==> src/rtl/fc_pkg.sv <==
`default_nettype none
// ============================================================================
// Module      : fc_pkg
// Description : Shared state encoding, width helpers and step constant for the
//               fc_argmax_bank XNOR-popcount classifier stage.
// Revision    : 1.0 - initial release
// ============================================================================
package fc_pkg;

    typedef logic [1:0] fc_state_t;

    localparam fc_state_t c_st_idle   = 2'd0;
    localparam fc_state_t c_st_accum  = 2'd1;
    localparam fc_state_t c_st_argmax = 2'd2;
    localparam fc_state_t c_st_done   = 2'd3;

    // Magnitude of one XNOR product mapped to +1 / -1.
    localparam int c_step_mag = 1;

    // One sign bit on top of the magnitude range 0..n_in.
    function automatic int acc_width(input int n_in);
        return $clog2(n_in + 1) + 1;
    endfunction

    function automatic int idx_width(input int n_classes);
        return (n_classes > 1) ? $clog2(n_classes) : 1;
    endfunction

endpackage
`default_nettype wire

==> src/rtl/bnn_neuron_acc.sv <==
`default_nettype none
// ============================================================================
// Module      : bnn_neuron_acc
// Description : One bit-serial binary neuron: signed accumulator of XNOR(din,w)
//               mapped to +1/-1, with synchronous clear and beat enable.
// Revision    : 1.0 - initial release
// ============================================================================
module bnn_neuron_acc
    import fc_pkg::*;
#(
    parameter int ACC_W = 9
) (
    input  logic                    clk,
    input  logic                    rst,
    input  logic                    i_clr,
    input  logic                    i_en,
    input  logic                    i_din,
    input  logic                    i_w,
    output logic signed [ACC_W-1:0] o_acc
);

    localparam logic signed [ACC_W-1:0] c_step = ACC_W'(c_step_mag);

    logic signed [ACC_W-1:0] r_acc;

    always_ff @(posedge clk) begin
        if (rst || i_clr) begin
            r_acc <= '0;
        end else if (i_en) begin
            r_acc <= (i_din ~^ i_w) ? (r_acc + c_step) : (r_acc - c_step);
        end
    end

    assign o_acc = r_acc;

endmodule
`default_nettype wire

==> src/rtl/fc_argmax_bank.sv <==
`default_nettype none
// ============================================================================
// Module      : fc_argmax_bank
// Description : N_CLASSES bit-serial XNOR-popcount neurons on a shared input
//               stream, followed by a one-class-per-cycle argmax scan.
//               Define FC_SCORE_OUT_EN to expose the raw accumulators on 'scores'.
// Revision    : 1.0 - initial release
// ============================================================================
module fc_argmax_bank
    import fc_pkg::*;
#(
    parameter  int N_CLASSES = 10,
    parameter  int N_IN      = 144,
    localparam int ACC_W     = acc_width(N_IN),
    localparam int IDX_W     = idx_width(N_CLASSES)
) (
    input  logic                    clk,
    input  logic                    rstn,
    input  logic                    start,
    input  logic                    ivalid,
    input  logic                    din,
    input  logic [N_CLASSES-1:0]    weight,
    output logic                    in_ready,
    output logic                    busy,
    output logic                    done,
    output logic [IDX_W-1:0]        class_idx,
    output logic [N_CLASSES-1:0]    class_onehot,
    output logic signed [ACC_W-1:0] max_score
`ifdef FC_SCORE_OUT_EN
    ,
    output logic [N_CLASSES*ACC_W-1:0] scores
`endif
);

    localparam int                   c_cnt_w     = $clog2(N_IN + 1);
    localparam logic [c_cnt_w-1:0]   c_last_beat = c_cnt_w'(N_IN - 1);
    localparam logic [c_cnt_w-1:0]   c_beat_one  = c_cnt_w'(1);
    localparam logic [IDX_W-1:0]     c_last_cls  = IDX_W'(N_CLASSES - 1);
    localparam logic [IDX_W-1:0]     c_idx_one   = IDX_W'(1);
    localparam logic [N_CLASSES-1:0] c_oh_one    = N_CLASSES'(1);

    fc_state_t               r_state;
    logic [c_cnt_w-1:0]      r_beat;
    logic [IDX_W-1:0]        r_scan;
    logic [IDX_W-1:0]        r_best_idx;
    logic signed [ACC_W-1:0] r_best;

    logic signed [ACC_W-1:0] w_acc [N_CLASSES];
    logic                    w_start;
    logic                    w_accept;
    logic signed [ACC_W-1:0] w_cand;
    logic                    w_take;
    logic signed [ACC_W-1:0] w_next_best;
    logic [IDX_W-1:0]        w_next_idx;

    assign w_start  = start  && (r_state == c_st_idle);
    assign w_accept = ivalid && (r_state == c_st_accum);

    generate
        for (genvar g = 0; g < N_CLASSES; g++) begin : g_neuron
            bnn_neuron_acc #(
                .ACC_W (ACC_W)
            ) u_acc (
                .clk   (clk),
                .rst   (rstn),
                .i_clr (w_start),
                .i_en  (w_accept),
                .i_din (din),
                .i_w   (weight[g]),
                .o_acc (w_acc[g])
            );
        end
    endgenerate

    // Scan slot 0 seeds the running best; later slots need a strictly larger
    // score, so ties resolve to the lowest class index.
    assign w_cand      = w_acc[r_scan];
    assign w_take      = (r_scan == '0) || (w_cand > r_best);
    assign w_next_best = w_take ? w_cand : r_best;
    assign w_next_idx  = w_take ? r_scan : r_best_idx;

    always_ff @(posedge clk) begin
        if (rstn) begin
            r_state      <= c_st_idle;
            r_beat       <= '0;
            r_scan       <= '0;
            r_best       <= '0;
            r_best_idx   <= '0;
            class_idx    <= '0;
            class_onehot <= '0;
            max_score    <= '0;
        end else begin
            case (r_state)
                c_st_idle: begin
                    if (start) begin
                        r_state <= c_st_accum;
                        r_beat  <= '0;
                    end
                end
                c_st_accum: begin
                    if (ivalid) begin
                        r_beat <= r_beat + c_beat_one;
                        if (r_beat == c_last_beat) begin
                            r_state <= c_st_argmax;
                            r_scan  <= '0;
                        end
                    end
                end
                c_st_argmax: begin
                    r_best     <= w_next_best;
                    r_best_idx <= w_next_idx;
                    if (r_scan == c_last_cls) begin
                        r_state      <= c_st_done;
                        class_idx    <= w_next_idx;
                        class_onehot <= c_oh_one << w_next_idx;
                        max_score    <= w_next_best;
                    end else begin
                        r_scan <= r_scan + c_idx_one;
                    end
                end
                c_st_done: begin
                    r_state <= c_st_idle;
                end
                default: begin
                    r_state <= c_st_idle;
                end
            endcase
        end
    end

    assign in_ready = (r_state == c_st_accum);
    assign busy     = (r_state == c_st_accum) || (r_state == c_st_argmax);
    assign done     = (r_state == c_st_done);

`ifdef FC_SCORE_OUT_EN
    generate
        for (genvar g = 0; g < N_CLASSES; g++) begin : g_score
            assign scores[g*ACC_W +: ACC_W] = w_acc[g];
        end
    endgenerate
`endif

endmodule
`default_nettype wire

==> config.mk <==
export PLATFORM = sky130hd
export DESIGN_NAME = fc_argmax_bank
export DESIGN_NICKNAME = d
export VERILOG_FILES = /design/src/rtl/fc_pkg.sv /design/src/rtl/bnn_neuron_acc.sv /design/src/rtl/fc_argmax_bank.sv
export SDC_FILE = /design/constraint.sdc
export NUM_CORES = 1
export LEC_CHECK = 0
export ABC_CLOCK_PERIOD_IN_PS = 8630
export BUFFER_PORTS_ARGS = -buffer_cell sky130_fd_sc_hd__clkbuf_2
export CAP_MARGIN = 10
export CORE_UTILIZATION = 55
export CTS_CLUSTER_DIAMETER = 30
export DETAILED_ROUTE_END_ITERATION = 10
export PLACE_DENSITY = 0.82
export SYNTH_ARGS = -nofsm -noshare
export SYNTH_HDL_FRONTEND = slang
export SYNTH_SLANG_ARGS = --single-unit
==> constraint.sdc <==
create_clock -name clk -period 8.63 [get_ports clk]
set_clock_uncertainty 0.15 [all_clocks]
set_input_delay 0.863 -clock clk [delete_from_list [all_inputs] [get_ports clk]]
set_output_delay 0.863 -clock clk [all_outputs]
set_load 0.02 [all_outputs]
======== Word-level counts from Yosys, hierarchy flattened ========
Index checks and enable logic that the tools add are counted.
cells by class
  add/subtract/negate cells ............... 22
  magnitude comparators ................... 2
  equality and inequality tests ........... 10
  shifts and indexed selects .............. 1
  multiplexer cells ....................... 27
  bitwise logic cells ..................... 11
  reduce and logical (&&, ||, !) cells .... 13
operator list
  cell                                                                 count
  9-bit 2-to-1 mux                                                     13
  9-bit by 2-bit adder with 9-bit output (second input constant)       10
  9-bit by 2-bit subtractor with 9-bit output (second input constant)  10
  9-bit binary-select mux with 4-bit select                            1
  4-bit 2-to-1 mux                                                     4
  8-bit 2-to-1 mux                                                     2
  8-bit case mux with 2 select lines                                   1
  1-bit by 4-bit << shifter with 10-bit output (first input constant)  1
  1-bit bitwise XNOR                                                   10
  9-bit greater-than comparator                                        1
  8-bit by 1-bit adder with 8-bit output (second input constant)       1
  8-bit equality test (second input constant)                          1
  2-bit 2-to-1 mux                                                     4
  2-bit != test (second input constant)                                4
  2-bit case mux with 4 select lines                                   1
  4-bit case mux with 2 select lines                                   1
  4-bit AND reduction                                                  2
  5-bit greater-or-equal comparator (second input constant)            1
  4-bit inverter with 5-bit output                                     1
  4-bit by 1-bit adder with 4-bit output (second input constant)       1
  2-bit equality test (second input constant)                          2
  4-bit equality test (second input constant)                          1
  4-bit zero test                                                      1
  2-bit nonzero test                                                   2
  other kinds (7)                                                      10
storage, ports and cells
  bits in registers ....................... 140
  bits of input ports ..................... 15
  output and inout bits ................... 26
  word-level logic and storage cells ...... 104

======== Longest topological paths before layout ========
Gate-level depths: netlist of run 1.
  depth after elaboration ................. 8
  mapped depth ............................ 15

======== Modules after synthesis ========
A second synthesis of run 1 with hierarchy kept.
unflattened totals
  cell total of the unflattened synthesis .. 1091
  area total of the unflattened synthesis .. 9116.2 µm²
modules (own cells, without submodules)
  module          instances  cells each  area an instance (µm²)  seq. area each (µm²)
  bnn_neuron_acc  10         72          580.6                   180.2
  fc_argmax_bank  1          371         3310.7                  1001.0

======== Least setup slack after synthesis of run 1 ========
No wires, ideal clock.
  path kind ............................... in2reg
  start ................................... in din
  end ..................................... reg g_neuron[9].u_acc.r_acc[8]
  setup time .............................. 0.072 ns
  arrival ................................. 3.249 ns
  required time ........................... 8.408 ns
  slack ................................... 5.160 ns
  stages .................................. 10
  buffers on the path ..................... 1
  cell sequence ........................... buf_2 xor2_1 inv_1 fa_1 nor2b_1 o2111a_1 nor3_1 or3_1 a21oi_1 mux2i_1
between the ends
  longest elaborated chain between the ends .. 2
RTL lines
  element               line                  text
  from (decl)           fc_argmax_bank.sv:21  input logic din,
  1-bit bitwise XNOR    bnn_neuron_acc.sv:30  r_acc <= (i_din ~^ i_w) ? (r_acc + c_step) : (r_acc - c_step);
  9-bit 2-to-1 mux      bnn_neuron_acc.sv:30
  to (signal assigned)  bnn_neuron_acc.sv:30
  to (decl)             bnn_neuron_acc.sv:24  logic signed [ACC_W-1:0] r_acc;
No other way between the ends.
A chain may end at the register's enable or synchronous reset.

======== Final worst setup path of run 1 ========
  start ................................... reg r_scan[1]
  end ..................................... reg class_onehot[9]
between the ends
  longest elaborated chain between the ends .. 8
  elaborated cells on any way between the ends .. 11
RTL lines
  element                                                 line                   text
  from (decl)                                             fc_argmax_bank.sv:44   logic [IDX_W-1:0] r_scan;
  from (signal assigned)                                  fc_argmax_bank.sv:118  r_scan <= r_scan + c_idx_one;
  4-bit inverter with 5-bit output (not written as such)  fc_argmax_bank.sv:77   assign w_cand = w_acc[r_scan];
  9-bit binary-select mux with 4-bit select               fc_argmax_bank.sv:77
  9-bit 2-to-1 mux (not written as such) (2 in series)    fc_argmax_bank.sv:77
  9-bit greater-than comparator                           fc_argmax_bank.sv:78   assign w_take = (r_scan == '0) || (w_cand > r_best);
  1-bit logical OR                                        fc_argmax_bank.sv:78
  4-bit 2-to-1 mux                                        fc_argmax_bank.sv:80   assign w_next_idx = w_take ? r_scan : r_best_idx;
  1-bit by 4-bit << shifter with 10-bit output            fc_argmax_bank.sv:115  class_onehot <= c_oh_one << w_next_idx;
  to (signal assigned)                                    fc_argmax_bank.sv:115
  to (decl)                                               fc_argmax_bank.sv:27   output logic [N_CLASSES-1:0] class_onehot,
Several ways; a longest one is shown, not always the timed one. The select of a mux whose other input is x is not followed.

==> results of run 1 <==
-- cells by family (layout without fill, tap and decap cells) --
logic type | count (synthesis) | count (layout) | share of synthesized area
AO/OA/AOI/OAI | 265 | 265 | 0.177
XOR/XNOR | 69 | 69 | 0.0627
adder cells (fa/ha/maj) | 98 | 98 | 0.135
buffers and inverters | 103 | 121 | 0.0445
flip-flops | 140 | 140 | 0.291
multiplexers | 57 | 57 | 0.0613
AND/OR/NAND/NOR | 469 | 469 | 0.229
-- worst max-delay path: cells and delay by family, from the launching register on --
family,cells,cell delay (ps)
AND/OR/NAND/NOR,4,1340
buffers and inverters,2,580
AO/OA/AOI/OAI,5,1600
flip-flops,1,670
adder cells (fa/ha/maj),1,340
-- cell type report --
cell class / instances / area, um2
Sequential cell: 140 / 2800
Clock inverter: 13 / 141
Timing Repair Buffer: 46 / 245
Fill cell: 1457 / 6670
Multi-Input combinational cell: 958 / 6430
Inverter: 44 / 165
Clock buffer: 18 / 439
Tap cell: 225 / 282
-- power by group through the flow --
stage | sequential, mW | clock (mW) | combinational [mW]
after detailed placement | 0.783 | 0 | 0.796
after floorplan | 0.756 | 0 | 0.656
after global placement | 0.781 | 0 | 0.772
final | 0.771 | 0.731 | 0.812
after CTS | 0.770 | 0.738 | 0.806
after global routing | 0.778 | 0.764 | 0.900
-- routing by layer --
metal / up-vias / share of wire
met5: - / 0
met4: 0 / 0.035
met3: 65 / 0.044
met2: 247 / 0.46
met1: 4020 / 0.46
li1: 4295 / -
-- layout by cell type, fill, tap and decap left out, types with 13 or more instances in the layout --
cell type	netlist	routed
and3_1	21	21
clkbuf_16	0	17
nor2_1	129	129
nor2b_1	21	21
nand2b_1	14	13
nand2_1	134	133
or3_1	26	26
inv_1	43	43
dfxtp_1	140	140
a211oi_1	22	22
mux2_2	16	16
o21ai_0	69	69
a21oi_1	90	89
mux2i_1	41	41
xor2_1	27	27
clkbuf_2	0	40
nand3_1	43	43
xnor2_1	42	42
ha_1	88	88
nor3_1	44	44
-- per-stage QoR --
step | util | hold WS (ps) | total power [mW]
global placement | 0.578 | 293 | 1.55
detailed placement | 0.578 | 302 | 1.58
finish | 0.612 | 318 | 2.31
global route | 0.612 | 337 | 2.44
CTS | 0.612 | 317 | 2.31
floorplan | - | 289 | 1.41
-- registers in the layout, indices dropped and copies added (netlist names) --
signal	count
g_neuron.u_acc.o_acc	90
class_onehot	10
max_score	9
r_best	9
r_beat	8
class_idx	4
r_best_idx	4
r_scan	4
r_state	2
-- worst paths after layout --
| kind | start | endpoint | slack (ps) |
|---|---|---|---|
| max | r_scan[1] | class_onehot[9] | 3840 |
| min reg2reg | class_idx[2] | class_idx[2] | 320 |
| max reg2reg | r_scan[1] | class_onehot[9] | 3840 |
| min | class_idx[2] | class_idx[2] | 320 |
==> metrics.txt, run 1 <==
number of design rule violations left after detail routing=0; number of unique standard cell types used by synthesis=60; Max stage delay cell, worst path=dfxtp_1; GR Util met1=0.346; dominant cells by area after synthesis=dfxtp_1 (29%), ha_1 (11%), nand2_1 (5.2%), nor2_1 (5.0%), a21oi_1 (4.7%); total cell area at the placement stage=9920 um2; total negative setup slack=0 ps; finished layout cell area=10,500 um2; Clock Path Buffers=2; largest net degree at the start of global routing=93; Nets=~1,300; Worst path max stage delay=670 ps; Antenna Diode Count=0; worst-case vdd ir drop=0.158 mV; number of pins with negative max-slew slack in the final report=0; I/O pin count=41; Sw Ratio=0.375; Setup-failing EPs final=0; count of instances resized after the clock tree is built=0; H-tree levels=4; routed vias/inst=5.97; overflow left after global routing=0; synthesized net count=between 1,000 and 1,500; layer with the highest usage after global routing=met2; number of enable-type register cells in the synthesized netlist=0; clock tree from TritonCTS=done; clock-pin slew on the worst setup and hold paths=~60 ps; largest area contributor in the synthesized netlist=dfxtp_1; number of clock sinks=140; number of buffers added by the clock tree synthesis step=17; RSZ-0062 raised after global routing=false; die outline area=approximately 18,000 um2; # Max-Cap Violations=0; Worst-Skew Late Latency=440 ps; internal power=1.45 mW; critical path type=flop to flop; Critical Path AT=4990 ps; portion of synthesized cell area occupied by the leading cell type=0.291; gr usage total=0.266; Slew Limit Headroom=0.217; vias post-DR=8,627; most numerous cell in the Yosys netlist=dfxtp_1; final critical-path required period=between 4000 and 5000 ps; Post-Layout Cell Count=around 1,400; reg2reg path depth=12; First DRT Iteration DRCs=670; total of buffers placed on input and output ports=40; post-synthesis cell count=1,201; kind of path behind the tightest hold check=flop to flop; startpoint type of the worst setup path=flop; final number of hold-violating endpoints=0; sequential cell fraction of total power=0.333; CTS Hold Bufs=0; final RePlAce weighted congestion=0.864; synth warn=0; routed wire length=between 20 and 25 mm; Post-Synthesis Cell Area=between 9000 and 10,000 um2; cell at the root of the clock tree=clkbuf_16; Avg Synthesized Cell Area=8.03 um2; initial antenna violation count=0; area of the placeable core=17,200 um2; number of global-route vias before repair=7,987; residual antenna-violating net count after detailed routing=0; Post-CTS Repair Setup Buffers=0; flip-flop and latch count after synthesis=140; register area share after synthesis=0.291; power dissipated by switching net loads=just under 900 uW; pre-CTS worst setup slack=4000 ps; proportion of layout cells with a drive suffix above 1=0.0894; starting utilization of the core area=0.561; combinational share of power=0.351; num rows=48; HPWL after detailed placement=15.8 mm; Cell Chain, Critical Path=buf_4 > inv_2 > nor3_2 > a221oi_1 > a21oi_1 > ha_1 > a211oi_1 > nand2_1 > o221ai_2 > nand2_4 > or3_1 > a31oi_1; die outline width=134 um; static leakage=around 4.2 nW; data required time of the critical path=8830 ps; Area Overhead vs Synth=8.98%; critical path fanouts, max=25; achievable frequency=between 0.2 and 0.25 GHz; leading register cell type out of synthesis=dfxtp_1; Crit. End Element=flop; Wirelength per Cell=16.3 um; met3 layer usage reported by global route=0.0416; height of the chip=~130 um; status=finished, final reports clean; WHS Path Cells=2; clock network power share=0.316; most common library cells after synthesis=dfxtp_1 (140), nand2_1 (134), nor2_1 (129), a21oi_1 (90), ha_1 (88); placed instance count=1,413; fraction of registers with async set/reset=0; setup slack after layout=3840 ps; ratio of total power to cell area=220 nW/um2; wire length of the first global-routing pass=38.4 mm; length of the first detailed-routing pass in iterations=5; met2 global-route usage=0.427; final period utilization=0.555; worst-margin pin slew=around 1200 ps
Note: power is estimated with default switching activity, not from simulation.
==> inputs of run 2 (changes only) <==
Settings changed: ABC_AREA set to 1, ABC_CLOCK_PERIOD_IN_PS 8630 to 5000.
Clock period 8.63 ns to 5 ns, I/O delays scaled along.
==> metrics.txt, run 2 <==
status=finished, final reports clean; Post-Layout Cell Count=around 1,600; layer with the highest usage after global routing=met2; overflow left after global routing=0; Worst-Skew Late Latency=around 430 ps; Antenna Diode Count=0; length of the first detailed-routing pass in iterations=5; height of the chip=around 130 um; dominant cells by area after synthesis=dfxtp_1 (29%), ha_1 (11%), o21ai_0 (9.9%), a21oi_1 (9.6%), inv_1 (8.9%); Area Overhead vs Synth=9.60%; number of buffers added by the clock tree synthesis step=17; static leakage=5.03 nW; critical path type=flop to flop; post-synthesis cell count=1,377; HPWL after detailed placement=15.7 mm; Nets=around 1,500; achievable frequency=0.279 GHz; register area share after synthesis=0.291; clock tree from TritonCTS=done; most numerous cell in the Yosys netlist=inv_1; ratio of total power to cell area=452 nW/um2; # Max-Cap Violations=0; initial antenna violation count=0; die outline area=18,100 um2; num rows=between 40 and 50; number of design rule violations left after detail routing=0; RSZ-0062 raised after global routing=false; most common library cells after synthesis=inv_1 (228), o21ai_0 (191), a21oi_1 (184), nand2_1 (181), dfxtp_1 (140); data required time of the critical path=5200 ps; worst-margin pin slew=around 1200 ps; Wirelength per Cell=between 10 and 15 um; First DRT Iteration DRCs=~740; vias post-DR=8,879; startpoint type of the worst setup path=flop; Clock Path Buffers=2; portion of synthesized cell area occupied by the leading cell type=0.291; Crit. End Element=flop; critical path fanouts, max=between 50 and 60; Setup-failing EPs final=0; final critical-path required period=3580 ps; met2 global-route usage=0.439; count of instances resized after the clock tree is built=0; final number of hold-violating endpoints=0; proportion of layout cells with a drive suffix above 1=0.0835; die outline width=around 130 um; most used cells in the layout excluding fill and tap cells=inv_1 (227), o21ai_0 (191), a21oi_1 (184); leading register cell type out of synthesis=dfxtp_1; fraction of registers with async set/reset=0; wire length of the first global-routing pass=37.6 mm; I/O pin count=between 40 and 50; fill count=1,549; area of the placeable core=17,200 um2; Post-Synthesis Cell Area=9640 um2; synth warn=0; total cell area at the placement stage=approximately 10000 um2; routed vias/inst=5.46; total of buffers placed on input and output ports=40; Post-CTS Repair Setup Buffers=0; placed instance count=~1,600; largest area contributor in the synthesized netlist=dfxtp_1; GR Util met1=0.331; final period utilization=0.716; CTS Hold Bufs=0; H-tree levels=4; Avg Synthesized Cell Area=approximately 7 um2; number of pins with negative max-slew slack in the final report=0; met3 layer usage reported by global route=0.0397; largest net degree at the start of global routing=54; leading cell type in the layout, fill and taps excluded=inv_1; residual antenna-violating net count after detailed routing=0; cell at the root of the clock tree=clkbuf_16; total negative setup slack=0 ps; final RePlAce weighted congestion=0.885; flip-flop and latch count after synthesis=between 100 and 150; number of global-route vias before repair=8,136; number of enable-type register cells in the synthesized netlist=0; worst-case vdd ir drop=~0.34 mV; clock-pin slew on the worst setup and hold paths=60 ps; starting utilization of the core area=0.561; finished layout cell area=10,600 um2; number of clock sinks=140; gr usage total=0.259; Largest register FFs=90; routed wire length=22.5 mm; kind of path behind the tightest hold check=flop to flop; synthesized net count=1,490; Slew Limit Headroom=0.216; number of unique standard cell types used by synthesis=39; Critical Path AT=roughly 3800 ps; power consumption=4.77 mW
==> run 2: path summary, 6_finish.rpt <==
path                                                  from                    endpoint  slack (ps)  cells past startpoint
worst max-delay path                             r_scan[0]             class_onehot[5]        1420                     19
worst min-delay path            g_neuron[6].u_acc.o_acc[8]  g_neuron[6].u_acc.o_acc[8]         310                      2
worst max register to register                   r_scan[0]             class_onehot[5]        1420                     19
worst min register to register  g_neuron[6].u_acc.o_acc[8]  g_neuron[6].u_acc.o_acc[8]         310                      2
==> run 2: report_power, final <==
group	total, mW	internal, mW	switching [mW]
sequential	1.41	1.29	0.122
clock	1.33	0.794	0.532
combinational	2.03	0.671	1.36
==> run 2: metal layers <==
layer / routed length (um) / vias up / part of all wire
met5: 0 / - / 0
met4: 471 / 0 / 0.021
met3: 1030 / 35 / 0.046
met2: 10600 / 204 / 0.47
met1: 10400 / 4053 / 0.46
li1: - / 4587 / -
==> run 2: layout make-up <==
cell class                 count  area, um2  share of cell area
tap                          225        282              0.0267
inverter                     235        883              0.0836
sequential                   140       2800               0.265
multi-input combinational    946       5710               0.541
clock inverter                15        190              0.0180
timing repair buffer          49        268              0.0254
clock buffer                  17        425              0.0403
==> run 2: cell families (layout without fill, tap and decap cells) <==
group	Yosys count	count (layout)	share of synthesized area
buffers and inverters	291	316	0.117
xor gates and xnor gates	60	60	0.0545
AOI/OAI and AO/OA	444	444	0.245
DFF	140	140	0.291
adders and majority gates	98	98	0.135
and+or+nand+nor	344	344	0.158
==> run 2: critical path, stage by stage, from the launching register on <==
cell,delay [ps]
dfxtp_1,420
buf_4,480
o21ai_0,170
a21oi_1,260
o21ai_1,140
nand3_1,150
ha_1,270
nand2_2,90
inv_2,40
a21oi_2,140
nand4_1,100
nand2_1,90
clkinv_2,100
nand2_4,240
nand2_1,80
nand2_1,140
inv_2,80
nor2_2,120
nand2_1,100
a21oi_2,130
==> run 2: per-stage QoR <==
step	utilization	worst slack, ps	hold WS (ps)
2_1_floorplan	-	2050	285
4_1_cts	0.615	1440	317
6_report	0.615	1420	315
3_5_place_dp	0.579	1430	305
3_3_place_gp	0.579	1550	297
5_1_grt	0.615	1090	335
